==> src/rtl/result_wb_pkg.sv <==
// Shared types and geometry helpers for the result writeback stage.
// entry_t carries one buffered word together with its precomputed output address.
package result_wb_pkg;

    localparam int RWB_D_W_ACC = 16;
    localparam int RWB_N1      = 4;
    localparam int RWB_N2      = 4;
    localparam int RWB_M       = 8;

    function automatic int addr_width(input int m);
        return $clog2(m * m);
    endfunction

    function automatic int tile_count(input int m, input int n1, input int n2);
        return (m / n1) * (m / n2);
    endfunction

    localparam int RWB_ADDR_W = addr_width(RWB_M);

    typedef struct packed {
        logic [RWB_ADDR_W-1:0]  addr;
        logic [RWB_D_W_ACC-1:0] data;
    } entry_t;

endpackage

==> src/rtl/row_fifo.sv <==
// Synchronous FIFO of address/data entries, one instance per array row.
// Latency: show-ahead head, push visible on the next cycle.
// Backpressure: a push into a full FIFO is accepted only with a same-cycle pop.
module row_fifo
    import result_wb_pkg::*;
#(
    parameter int DEPTH = 8
) (
    input  logic   clk,
    input  logic   rst,
    input  logic   push,
    input  entry_t push_dat,
    input  logic   pop,
    output entry_t head,
    output logic   full,
    output logic   empty
);

    localparam int PW = $clog2(DEPTH);

    entry_t        mem [DEPTH];
    logic [PW-1:0] wr_ptr;
    logic [PW-1:0] rd_ptr;
    logic [PW:0]   count;
    logic          do_push;
    logic          do_pop;

    assign do_push = push && (!full || pop);
    assign do_pop  = pop && !empty;

    always_ff @(posedge clk) begin
        if (rst) begin
            wr_ptr <= '0;
            rd_ptr <= '0;
            count  <= '0;
        end else begin
            if (do_push) wr_ptr <= wr_ptr + 1'b1;
            if (do_pop)  rd_ptr <= rd_ptr + 1'b1;
            case ({do_push, do_pop})
                2'b10:   count <= count + 1'b1;
                2'b01:   count <= count - 1'b1;
                default: ;
            endcase
        end
    end

    always_ff @(posedge clk) begin
        if (do_push) mem[wr_ptr] <= push_dat;
    end

    assign head  = mem[rd_ptr];
    assign full  = (count == (PW+1)'(DEPTH));
    assign empty = (count == '0);

endmodule

==> src/rtl/result_writeback.sv <==
// Collects per-row result streams, addresses each word and serialises them round-robin onto one write port.
// Latency: 1 cycle from valid_D to wr_en when the row FIFO is empty and the port is free.
// Backpressure: wr_ready low holds the output register; rows buffer in FIFOs, excess words are dropped and flag overflow.
// Build option RESULT_WB_RELU_EN clamps negative words to zero at capture.
module result_writeback
    import result_wb_pkg::*;
#(
    parameter int D_W_ACC    = RWB_D_W_ACC,
    parameter int N1         = RWB_N1,
    parameter int N2         = RWB_N2,
    parameter int M          = RWB_M,
    parameter int FIFO_DEPTH = 8
) (
    input  logic                    clk,
    input  logic                    rst,
    input  logic [D_W_ACC-1:0]      D [N1-1:0],
    input  logic [N1-1:0]           valid_D,
    input  logic                    wr_ready,
    output logic                    wr_en,
    output logic [$clog2(M*M)-1:0]  wr_addr,
    output logic [D_W_ACC-1:0]      wr_data,
    output logic                    done,
    output logic                    overflow
);

    localparam int AW    = addr_width(M);
    localparam int TILES = tile_count(M, N1, N2);
    localparam int CS    = M / N2;
    localparam int KW    = (N2 > 1) ? $clog2(N2) : 1;
    localparam int TW    = (TILES > 1) ? $clog2(TILES) : 1;
    localparam int PW    = (N1 > 1) ? $clog2(N1) : 1;
    localparam int TOTAL = M * M;
    localparam int CW    = $clog2(TOTAL);

    logic [N1-1:0] row_avail;
    logic [N1-1:0] fifo_empty;
    logic [N1-1:0] fifo_full;
    logic [N1-1:0] ovf_vec;
    logic [N1-1:0] grant_vec;
    entry_t        row_head [N1];

    logic          out_load;
    logic          grant_any;
    logic [PW-1:0] grant_idx;
    logic [PW-1:0] rr_ptr;
    logic [CW-1:0] wr_cnt;
    entry_t        sel_entry;

    for (genvar i = 0; i < N1; i++) begin : g_row
        logic [KW-1:0]      k_cnt;
        logic [TW-1:0]      t_cnt;
        logic [AW-1:0]      row_addr;
        logic [D_W_ACC-1:0] row_data;
        entry_t             cap_entry;
        entry_t             fifo_head;
        logic               fifo_push;
        logic               fifo_pop;

        always_ff @(posedge clk) begin
            if (rst) begin
                k_cnt <= '0;
                t_cnt <= '0;
            end else if (valid_D[i]) begin
                if (k_cnt == KW'(N2-1)) begin
                    k_cnt <= '0;
                    t_cnt <= (t_cnt == TW'(TILES-1)) ? '0 : t_cnt + 1'b1;
                end else begin
                    k_cnt <= k_cnt + 1'b1;
                end
            end
        end

        // Farthest PE drains first, so the k-th word of a tile is column N2-1-k.
        assign row_addr = AW'(((int'(t_cnt) / CS) * N1 + i) * M
                              + (int'(t_cnt) % CS) * N2 + (N2 - 1 - int'(k_cnt)));

`ifdef RESULT_WB_RELU_EN
        assign row_data = D[i][D_W_ACC-1] ? '0 : D[i];
`else
        assign row_data = D[i];
`endif

        assign cap_entry = '{addr: row_addr, data: row_data};

        // An empty FIFO lets a granted incoming word bypass straight to the output register.
        assign row_avail[i] = !fifo_empty[i] || valid_D[i];
        assign row_head[i]  = fifo_empty[i] ? cap_entry : fifo_head;
        assign fifo_pop     = grant_vec[i] && !fifo_empty[i];
        assign fifo_push    = valid_D[i] && !(fifo_empty[i] && grant_vec[i]);
        assign ovf_vec[i]   = valid_D[i] && fifo_full[i] && !fifo_pop;

        row_fifo #(.DEPTH(FIFO_DEPTH)) u_fifo (
            .clk      (clk),
            .rst      (rst),
            .push     (fifo_push),
            .push_dat (cap_entry),
            .pop      (fifo_pop),
            .head     (fifo_head),
            .full     (fifo_full[i]),
            .empty    (fifo_empty[i])
        );
    end

    always_comb begin
        out_load  = !wr_en || wr_ready;
        grant_any = 1'b0;
        grant_idx = '0;
        grant_vec = '0;
        if (out_load) begin
            for (int j = 0; j < N1; j++) begin
                if (!grant_any && row_avail[(int'(rr_ptr) + j) % N1]) begin
                    grant_any = 1'b1;
                    grant_idx = PW'((int'(rr_ptr) + j) % N1);
                end
            end
        end
        if (grant_any) grant_vec[grant_idx] = 1'b1;
    end

    assign sel_entry = row_head[grant_idx];

    always_ff @(posedge clk) begin
        if (rst) begin
            wr_en   <= 1'b0;
            wr_addr <= '0;
            wr_data <= '0;
            rr_ptr  <= '0;
        end else if (out_load) begin
            wr_en <= grant_any;
            if (grant_any) begin
                wr_addr <= sel_entry.addr;
                wr_data <= sel_entry.data;
                rr_ptr  <= (grant_idx == PW'(N1-1)) ? '0 : grant_idx + 1'b1;
            end
        end
    end

    always_ff @(posedge clk) begin
        if (rst) begin
            wr_cnt   <= '0;
            done     <= 1'b0;
            overflow <= 1'b0;
        end else begin
            done <= 1'b0;
            if (wr_en && wr_ready) begin
                if (wr_cnt == CW'(TOTAL-1)) begin
                    wr_cnt <= '0;
                    done   <= 1'b1;
                end else begin
                    wr_cnt <= wr_cnt + 1'b1;
                end
            end
            if (|ovf_vec) overflow <= 1'b1;
        end
    end

endmodule

==> config.mk <==
export PLATFORM = sky130hd
export DESIGN_NAME = result_writeback
export DESIGN_NICKNAME = d
export VERILOG_FILES = /design/src/rtl/result_wb_pkg.sv /design/src/rtl/row_fifo.sv /design/src/rtl/result_writeback.sv
export SDC_FILE = /design/constraint.sdc
export NUM_CORES = 1
export LEC_CHECK = 0
export ABC_CLOCK_PERIOD_IN_PS = 7540
export BUFFER_PORTS_ARGS = -buffer_cell sky130_fd_sc_hd__buf_4
export CORE_ASPECT_RATIO = 0.75
export CORE_MARGIN = 5
export CORE_UTILIZATION = 62
export DETAILED_ROUTE_END_ITERATION = 8
export HOLD_SLACK_MARGIN = 0.15
export PLACE_DENSITY_LB_ADDON = 0.3
export SLEW_MARGIN = 30
export SYNTH_ARGS = -nofsm -noshare
export SYNTH_HDL_FRONTEND = slang
export SYNTH_SLANG_ARGS = --single-unit
==> constraint.sdc <==
create_clock -name clk -period 7.54 [get_ports clk]
set_input_delay 0.754 -clock clk [delete_from_list [all_inputs] [get_ports clk]]
set_output_delay 0.754 -clock clk [all_outputs]
set_load 0.005 [all_outputs]
# Word level (Yosys, flattened, before mapping)

Memory sizes are Yosys's and may differ from the RTL's. A register that Yosys moved wholly into a read port is not among the register bits.
Index checks and enable logic that the tools add are counted.

Bits in registers: 89
RAM bits: 704
Output and inout port bits: 25
Memories: 4

$add $sub $neg: 44
Magnitude comparators: 7
Equal/unequal tests: 22
Mux-type cells: 65
Bitwise gates (word level): 5
Reductions and logical operators: 80

Memories:

| name                | depth | bits a word | rd ports | clocked after Yosys merged registers in | wr ports | line           | RTL |
|---|---|---|---|---|---|---|---|
| g_row[0].u_fifo.mem | 8     | 22          | 1        | 1                                       | 1        | row_fifo.sv:21 | `entry_t mem [DEPTH];` |
| g_row[1].u_fifo.mem | 8     | 22          | 1        | 1                                       | 1        | row_fifo.sv:21 |  |
| g_row[2].u_fifo.mem | 8     | 22          | 1        | 1                                       | 1        | row_fifo.sv:21 |  |
| g_row[3].u_fifo.mem | 8     | 22          | 1        | 1                                       | 1        | row_fifo.sv:21 |  |

Operator list:

| cell                | count |
|---|---|
| $mux 22             | 6 |
| $add 6x3->6         | 8 |
| $bmux 22 s2         | 1 |
| $logic_and 1x1->1   | 33 |
| $pmux 4 s2          | 4 |
| $mux 2              | 14 |
| $add 3x1->3 const B | 9 |
| $eq 2x2->1 const B  | 13 |
| $mux 1              | 25 |
| $mux 3              | 8 |
| $add 2x1->2 const B | 10 |
| $logic_not 1->1     | 20 |
| $add 4x1->4 const B | 4 |
| $eq 4x4->1 const B  | 4 |
| $logic_not 4->1     | 4 |
| $sub 4x1->4 const B | 4 |
| $lt 3x4->1 const B  | 3 |
| $sub 2x2->3 const A | 4 |
| $reduce_and 2->1    | 5 |
| $logic_or 1x1->1    | 9 |
| $bmux 1 s2          | 4 |
| $eq 2x1->1 const B  | 4 |
| $reduce_bool 2->1   | 4 |
| $reduce_or 2->1     | 4 |
| other kinds (14)    | 19 |

# Logic depth before layout (Yosys ltp)

Gate-level depths: netlist (run 1).

Depth after elaboration: 30
Gate-level depth with buffers: 21

# Cells and area by module

Synthesis (run 1) repeated with hierarchy kept, for this count alone.

Cell total of the unflattened synthesis: 1809
Area, all modules: 32992.9 um^2

Modules (own cells, without submodules):

| module                         | instances | cells each | area each (um^2) | sequential area each (um^2) |
|---|---|---|---|---|
| row_fifo (g_row[1].u_fifo ...) | 3         | 327        | 7258.2           | 5545.3 |
| row_fifo (g_row[0].u_fifo)     | 1         | 327        | 7257.0           | 5545.3 |
| result_writeback               | 1         | 501        | 3961.3           | 980.9 |

# Least setup slack after synthesis (run 1)

OpenSTA, ideal clock, no wires.

Path type: in2reg
From: input valid_D[1]
To: memory g_row[2].u_fifo.mem[1][0] in the netlist's numbering (enable)
Library setup time: 0.456 ns
Data arrival time: 5.219 ns
Data required time: 7.084 ns
Slack: 1.866 ns
Stages on the path: 14
Buffers on the path: 2
Cells stage by stage: clkbuf_1 nor2_1 nor4b_4 a21o_1 o211ai_1 inv_1 buf_2 ha_1 inv_1 o211ai_1 nand2_1 a31oi_4 inv_2 nor4b_1

Cells in the longest elaborated chain, start to end: 28

RTL lines:

| what                             | line                    | RTL |
|---|---|---|
| start: declaration               | result_writeback.sv:17  | `input logic [N1-1:0] valid_D,` |
| $logic_or 1x1->1 (*)             | result_writeback.sv:86  | `assign row_avail[i] = !fifo_empty[i] \|\| valid_D[i];` |
| $bmux 1 s2                       | result_writeback.sv:111 | `if (!grant_any && row_avail[(int'(rr_ptr) + j) % N1]) begin` |
| $mux 1 (implied by the code)     | result_writeback.sv:111 |  |
| $mux 1                           | result_writeback.sv:111 |  |
| $mux 1                           | result_writeback.sv:109 | `if (out_load) begin` |
| $logic_not 1->1                  | result_writeback.sv:111 |  |
| $logic_and 1x1->1                | result_writeback.sv:111 |  |
| $mux 1                           | result_writeback.sv:111 |  |
| [9 not listed]                   | --                      |  |
| net grant_idx[1]                 | result_writeback.sv:44  | `logic [PW-1:0] grant_idx;` |
| [3 not listed]                   | --                      |  |
| $demux 1 s2 (*)                  | result_writeback.sv:117 | `if (grant_any) grant_vec[grant_idx] = 1'b1;` |
| $mux 4 (*)                       | result_writeback.sv:117 |  |
| $logic_and 1x1->1                | result_writeback.sv:89  | `assign fifo_push = valid_D[i] && !(fifo_empty[i] && grant_vec[i]);` |
| $logic_not 1->1                  | result_writeback.sv:89  |  |
| $logic_and 1x1->1                | result_writeback.sv:89  |  |
| $logic_and 1x1->1 (*)            | row_fifo.sv:28          | `assign do_push = push && (!full \|\| pop);` |
| $mux 1 (*)                       | row_fifo.sv:48          | `if (do_push) mem[wr_ptr] <= push_dat;` |
| $mux 1 (implied by the code) (*) | row_fifo.sv:48          |  |
| end: declaration                 | row_fifo.sv:21          |  |

Mark *: on every way through the listed nets, which the timed path passes. The rest lies on a longest branch. The select of a mux whose other input is x is not followed.

# Worst setup path after layout (run 1)

From: register g_row[2].u_fifo.count[0]
To: memory g_row[3].u_fifo.mem[5][1] in the netlist's numbering (enable)

Cells in the longest elaborated chain, start to end: 30

RTL lines:

| what                             | line                    | RTL |
|---|---|---|
| start: declaration               | row_fifo.sv:24          | `logic [PW:0] count;` |
| start signal: assignment         | row_fifo.sv:40          | `2'b10: count <= count + 1'b1;` |
| start signal: assignment         | row_fifo.sv:41          | `2'b01: count <= count - 1'b1;` |
| $logic_not 4->1 (*)              | row_fifo.sv:53          | `assign empty = (count == '0);` |
| $logic_not 1->1 (*)              | result_writeback.sv:86  |  |
| $logic_or 1x1->1 (*)             | result_writeback.sv:86  |  |
| $bmux 1 s2                       | result_writeback.sv:111 |  |
| $mux 1 (implied by the code)     | result_writeback.sv:111 |  |
| $mux 1                           | result_writeback.sv:111 |  |
| $mux 1                           | result_writeback.sv:109 |  |
| $logic_not 1->1                  | result_writeback.sv:111 |  |
| [14 not listed]                  | --                      |  |
| $demux 1 s2                      | result_writeback.sv:117 |  |
| $mux 4 (*)                       | result_writeback.sv:117 |  |
| $logic_and 1x1->1                | result_writeback.sv:89  |  |
| $logic_not 1->1                  | result_writeback.sv:89  |  |
| $logic_and 1x1->1                | result_writeback.sv:89  |  |
| $logic_and 1x1->1 (*)            | row_fifo.sv:28          |  |
| $mux 1 (*)                       | row_fifo.sv:48          |  |
| $mux 1 (implied by the code) (*) | row_fifo.sv:48          |  |
| end: declaration                 | row_fifo.sv:21          |  |

Every way passes the cells marked *; elsewhere a longest branch is shown, timed or not. The select of a mux whose other input is x is not followed.

==> results of run 1 <==
## layer usage
| metal | vias to the layer above | part of all wire |
|---|---|---|
| li1 | 7829 | - |
| met1 | 8745 | 0.42 |
| met2 | 797 | 0.46 |
| met3 | 113 | 0.096 |
| met4 | 2 | 0.026 |
| met5 | - | 0.00019 |
## worst max-delay path: stages (launching register included)
cell and delay [ps]:
dfxtp_1 400, or4_1 870, o211ai_1 300, nand3_1 650, nor2_8 620, ha_1 290
inv_1 90, o211ai_1 170, nand2_1 80, a31oi_2 400, nand2_1 320, nor3b_4 690
buf_4 310
## area by class of cell
class,count,area share
clock buffers,94,0.0565
clock inverters,35,0.00763
repair buffers,144,0.0326
inverters,19,0.00222
multi-input cells,1066,0.260
flip-flops and latches,741,0.617
well taps,648,0.0235
## power by group through the flow
| stage | sequential (mW) | combinational (mW) | clock (mW) |
|---|---|---|---|
| floorplan | 5.08 | 2.33 | 0 |
| global placement | 5.28 | 3.15 | 0 |
| detailed placement | 5.28 | 3.26 | 0 |
| CTS | 5.20 | 3.28 | 3.43 |
| global route | 5.24 | 3.56 | 3.63 |
| finish | 5.20 | 3.33 | 3.39 |
## registers in the layout (all words and copies together) (netlist names), 2 cells and up, named ones only
register,count
g_row.t_cnt,8
wr_data,16
g_row.k_cnt,8
g_row.u_fifo.rd_ptr,12
g_row.u_fifo.count,16
rr_ptr,2
g_row.u_fifo.mem,640
g_row.u_fifo.wr_ptr,12
wr_addr,6
wr_cnt,6
## worst max path at each step
stage	cells past startpoint	end	startpoint	slack, ps
final	12	g_row[3].u_fifo.mem[5][1]	g_row[2].u_fifo.count[0]	2020
after detailed placement	12	g_row[3].u_fifo.mem[5][1]	g_row[2].u_fifo.count[0]	2200
after floorplan	14	g_row[2].u_fifo.mem[1][0]	valid_D[1]	1870
after CTS	12	g_row[3].u_fifo.mem[5][1]	g_row[2].u_fifo.count[0]	2140
after global placement	12	g_row[3].u_fifo.mem[5][13]	g_row[2].u_fifo.count[0]	2130
after global routing	17	g_row[3].u_fifo.count[2]	g_row[2].u_fifo.count[0]	1650
## placed cells by master (no fill, tap or decap), types with 37 or more instances in the layout
master,instances
a21oi_1,37
a22oi_1,60
buf_4,140
clkbuf_16,73
dfxtp_1,97
edfxtp_1,640
mux2_2,61
mux2i_1,227
mux4_2,44
nand2_1,111
nor2_1,84
o21ai_0,68
o22ai_1,39
## synthesized netlist by cell type, types with 12 or more instances
cell type	count	share of area
xor2_1	22	0.0063
a21oi_1	37	0.0061
buf_2	16	0.0026
nand2_1	112	0.014
edfxtp_1	640	0.63
xnor2_1	13	0.0037
clkbuf_1	76	0.0093
mux2i_1	227	0.074
nor4_1	16	0.0033
nor3_1	25	0.0041
mux4_2	44	0.032
o21ai_0	68	0.011
inv_1	16	0.0020
buf_1	20	0.0025
o22ai_1	39	0.0080
nand3_1	27	0.0044
dfxtp_1	101	0.066
ha_1	33	0.014
a31oi_1	13	0.0027
a221o_1	25	0.0082
nor2_1	90	0.011
a22oi_1	60	0.015
mux2_2	61	0.022
and2_1	12	0.0025
o21bai_1	12	0.0029
## per-stage QoR
step	instances	power, mW	worst slack [ps]	hold slack (ps)	utilization
after floorplan	1944	7.41	1870	453	-
after global placement	2616	8.42	2130	493	0.658
after detailed placement	2617	8.55	2200	509	0.659
after CTS	2746	11.9	2140	360	0.705
after global routing	2747	12.4	1650	370	0.706
final	2747	11.9	2020	392	0.706
## cells by family after synthesis
group,share of synthesized area
compound gates,0.0743
xor+xnor,0.0100
fa+ha+maj,0.0135
buf+inv,0.0190
flops,0.695
mux,0.130
simple gates,0.0583
==> results.cfg, run 1 <==
[min_path]
hold_path_class = input pin to register
min_from = D[16]
holdPathStages = 1
holdPathEnd = g_row[1].u_fifo.mem[1][0]

[power]
p_clk_frac = 0.284
p_sw_mw = 3.89
switching_share = 0.326
p_seq_frac = 0.436
power_density_nw_per_um2 = 346
power_frac_comb = 0.279
leakage_nw = 11.3
p_int_mw = 8.03
vdd_drop_max_mv = 0.235

[cts]
cts_made_buffers = 70
cts_setup_buffers = 0
ctsResizeCount = 0
cts.clk_slew.worst_paths_ps = 60
cts_buffer_depth = 3
cts_max_level = 3
clock_latency_ps = 610
ctsRootBufferMaster = clkbuf_16
ctsHoldBuffers = 0
tritoncts = yes
cts_sinks = 741

[floorplan]
die_h_um = 202
initial_utilization = 0.626
die_x_um = 266
coreArea_um2 = 48800
die_area_um2 = 53900
rows = 70
ios = 96

[run_status]
status = complete, no violations

[drt]
remaining_drc_errors = 0
via_count = 17500
viasPerCell = 6.37
post_drt_wl_per_cell_um = 24.8
drtIter0Drc = 1964
firstDrtPassIters = 5
wirelength_mm = 68.2
ant_nets = 0

[cells_and_area]
design_area_um2 = 34400
fillers = 2970
multi_input_area_um2 = 8960
fin_nets = 2146
regArea_um2 = 21300
drive_above_1_share = 0.200
area.growth.synth_to_final_pct = 12.7
diodes = 0

[placement]
gp_congestion = 0.867
port_buffers = 95
placed_area_um2 = 32200
hpwl_mm = 42.5

[sta]
slew_viol_final = 0
setup_violations = 0
fmax_mhz = 181
rsz0062_at_grt = false
max_slew_margin = 0.269
setup_tns_ps = 0
finClkSkew_ps = 22.2
tightest_slew_ps = 1090
fin_crit_sh = 0.732
fin_crit_ps = 5520
hold_viol = 0

[grt]
grt_pass1_vias = 17200
grt_usage = 0.252
grt_pass1_wl_mm = 104
grt_max_degree = 97
antenna_found_initial = 1
grt.met3_usage = 0.0562
use_met1 = 0.380
gr-max-usage-layer = met2
grt_overflow = 0
use_met2 = 0.380

[synth]
synth-edff-count = 640
synthArstFlopShare = 0
yosysSeqAreaShare = 0.695
yosysUniqueCellTypes = 74
yosys_warnings = 0
ys.flop_type = edfxtp_1
syn_inst = 1944
syn-cell-area_um2 = 30600
synth_seq_cells = 741
synth_fp_nets = 2048
syn_area_per_cell_um2 = 15.7

[worst_setup_path]
r2r_slack_ps = 2020
critical_path_required_ps = 7840
reg2reg_from = g_row[2].u_fifo.count[0]
crit_arrival_ps = 5810
end_kind = register
timing.rr.end = g_row[3].u_fifo.mem[5][1]
crit_type = register to register
reg2regPathDepth = 12
critical_path_peak_fanout = 21
cp-start-kind = register

[run]
cap_viol_max_count = 0
Power figures use the tool's default switching activity.
==> run 2, diff against run 1 <==
ABC_CLOCK_PERIOD_IN_PS = 5500   (was 7540)
clock period = 5.5 ns   (was 7.54 ns; I/O delays follow)
==> run 2 against run 1 <==
  * Sequential share of layout area down 0.18 points
  * Design area up 0.29%
  * First-iteration DRC count up 7.9%
  * Routed wire length up 0.70%
  * Count of clock-buffer cells in the layout up 4
  * Flip-flop and latch count unchanged
  * Clock power up 38%
  * Worst hold slack worse by 210 ps
  * Utilization up 0.21 points
  * Combinational power up 38%
==> results.cfg, run 2 (synthesized netlist as in run 1, its figures left out) <==
[run_status]
status = complete, no violations

[min_path]
hold_path_class = input pin to register

[power]
leakage_nw = 11.4
power_density_nw_per_um2 = 476
switching_share = 0.324
vdd_drop_max_mv = 0.299
p_sw_mw = 5.32
p_clk_frac = 0.285
power_frac_comb = 0.279
p_int_mw = 11.1
p_seq_frac = 0.435
p_total_mw = 16.4

[worst_setup_path]
cp_slowest_cell = or4_4
critical_path_peak_fanout = 28
cp-start-kind = register
critical_path_required_ps = 6030
end_kind = register
crit_type = register to register
slowest_delay_ps = 770
crit_arrival_ps = 5650
crit_chain = or4_4, nor4b_4, a21o_1, o211ai_1, buf_4, inv_1, buf_4, ha_1, inv_1, o211ai_1, nand2_1, a31oi_2, inv_1, ha_1, xor2_1, ha_1, a21oi_1, xor2_1, or3_1, a21oi_1

[cts]
cts_max_level = 3
cts_buffer_depth = 3
ctsHoldBuffers = 0
tritoncts = yes
ctsRootBufferMaster = clkbuf_16
clock_latency_ps = 610
ctsResizeCount = 0
cts_sinks = 741
cts_setup_buffers = 0
cts.clk_slew.worst_paths_ps = 60
cts_made_buffers = 70

[drt]
viasPerCell = 6.34
via_count = 17400
drtIter0Drc = 2119
post_drt_wl_per_cell_um = 25.0
firstDrtPassIters = 6
wirelength_mm = 68.7
remaining_drc_errors = 0
ant_nets = 0

[grt]
grt_overflow = 0
grt_pass1_wl_mm = 105
grt_usage = 0.254
antenna_found_initial = 2
grt_pass1_vias = 17400
grt_max_degree = 97

[placement]
gp_congestion = 0.870
placedCellCount = 2630
placed_area_um2 = 32300
place_ws_ps = 545
port_buffers = 95
hpwl_mm = 42.9

[cells_and_area]
area.growth.synth_to_final_pct = 13.0
layout_common_cells = edfxtp_1, mux2i_1, buf_4, nand2_1, dfxtp_1
fillers = 3008
fin_nets = 2158
post-route-util = 0.708
fin_cells = 2751
multi_input_area_um2 = 8950
design_area_um2 = 34500
layout_commonest_cell = edfxtp_1
largest-register = g_row.u_fifo.mem
drive_above_1_share = 0.202
regArea_um2 = 21300
largest_register_ffs = 640
diodes = 0
largestRegisters = g_row.u_fifo.mem x640, g_row.u_fifo.count x16, wr_data x16

[floorplan]
die_h_um = 202
coreArea_um2 = 48800
ios = 96
rows = 70
initial_utilization = 0.626
die_x_um = 266
die_area_um2 = 53900

[sta]
setup_tns_ps = 0
max_slew_margin = 0.249
holdWs_ps = 183
hold_viol = 0
fin_crit_ps = 5110
fmax_mhz = 196
finClkSkew_ps = 23.6
slew_viol_final = 0
setup_violations = 0
layout_setup_ws_ps = 386
fin_crit_sh = 0.930
tightest_slew_ps = 1120
rsz0062_at_grt = false

[run]
cap_viol_max_count = 0
[run 2: cell types whose count changed in the layout (fill, tap and decap cells not counted), moves of 2 or more]
cell / delta
and3b_1: +2
and3b_2: -2
buf_12: +4
buf_4: +10
bufinv_16: +2
clkbuf_1: +4
clkinv_1: -5
clkinvlp_2: -3
clkinvlp_4: -2
inv_6: -4
nor3_2: +2
nor3_4: -2
[run 2: critical path, delay by kind of cell, from the launching register on]
| kind | cells | cell delay, ps |
|---|---|---|
| AOI/OAI and AO/OA | 6 | 1150 |
| buffers and inverters | 5 | 800 |
| adders and majority gates | 3 | 750 |
| and+or+nand+nor | 4 | 1670 |
| DFF | 1 | 400 |
| xor gates and xnor gates | 2 | 270 |
[run 2: power groups by stage]
stage	sequential, mW	clock (mW)	combinational (mW)
floorplan	6.96	0	3.19
global placement	7.27	0	4.31
detailed placement	7.26	0	4.51
CTS	7.15	4.74	4.55
global route	7.21	4.99	4.89
finish	7.16	4.69	4.59
[run 2: layer usage]
layer / wire [um] / vias up / GRT usage
met5: 28 / - / 0
met4: 1460 / 4 / 0.0663
met3: 6200 / 98 / 0.0596
met2: 32100 / 672 / 0.386
met1: 28900 / 8797 / 0.376
li1: - / 7857 / -
[run 2: area by class of cell]
cell class,instances,area share
multi-input combinational,1066,0.259
tap,648,0.0235
clock buffer,98,0.0568
inverter,19,0.00221
sequential,741,0.616
timing repair buffer,156,0.0358
clock inverter,23,0.00699
[run 2: worst paths after layout]
| path | cells past startpoint | slack, ps | startpoint | to |
|---|---|---|---|---|
| worst max-delay path | 20 | 390 | g_row[0].u_fifo.count[1] | g_row[3].u_fifo.count[2] |
| worst min-delay path | 1 | 180 | D[13] | g_row[0].u_fifo.mem[5][13] |
| worst min register to register | 2 | 490 | wr_data[5] | wr_data[5] |
| worst max register to register | 20 | 390 | g_row[0].u_fifo.count[1] | g_row[3].u_fifo.count[2] |
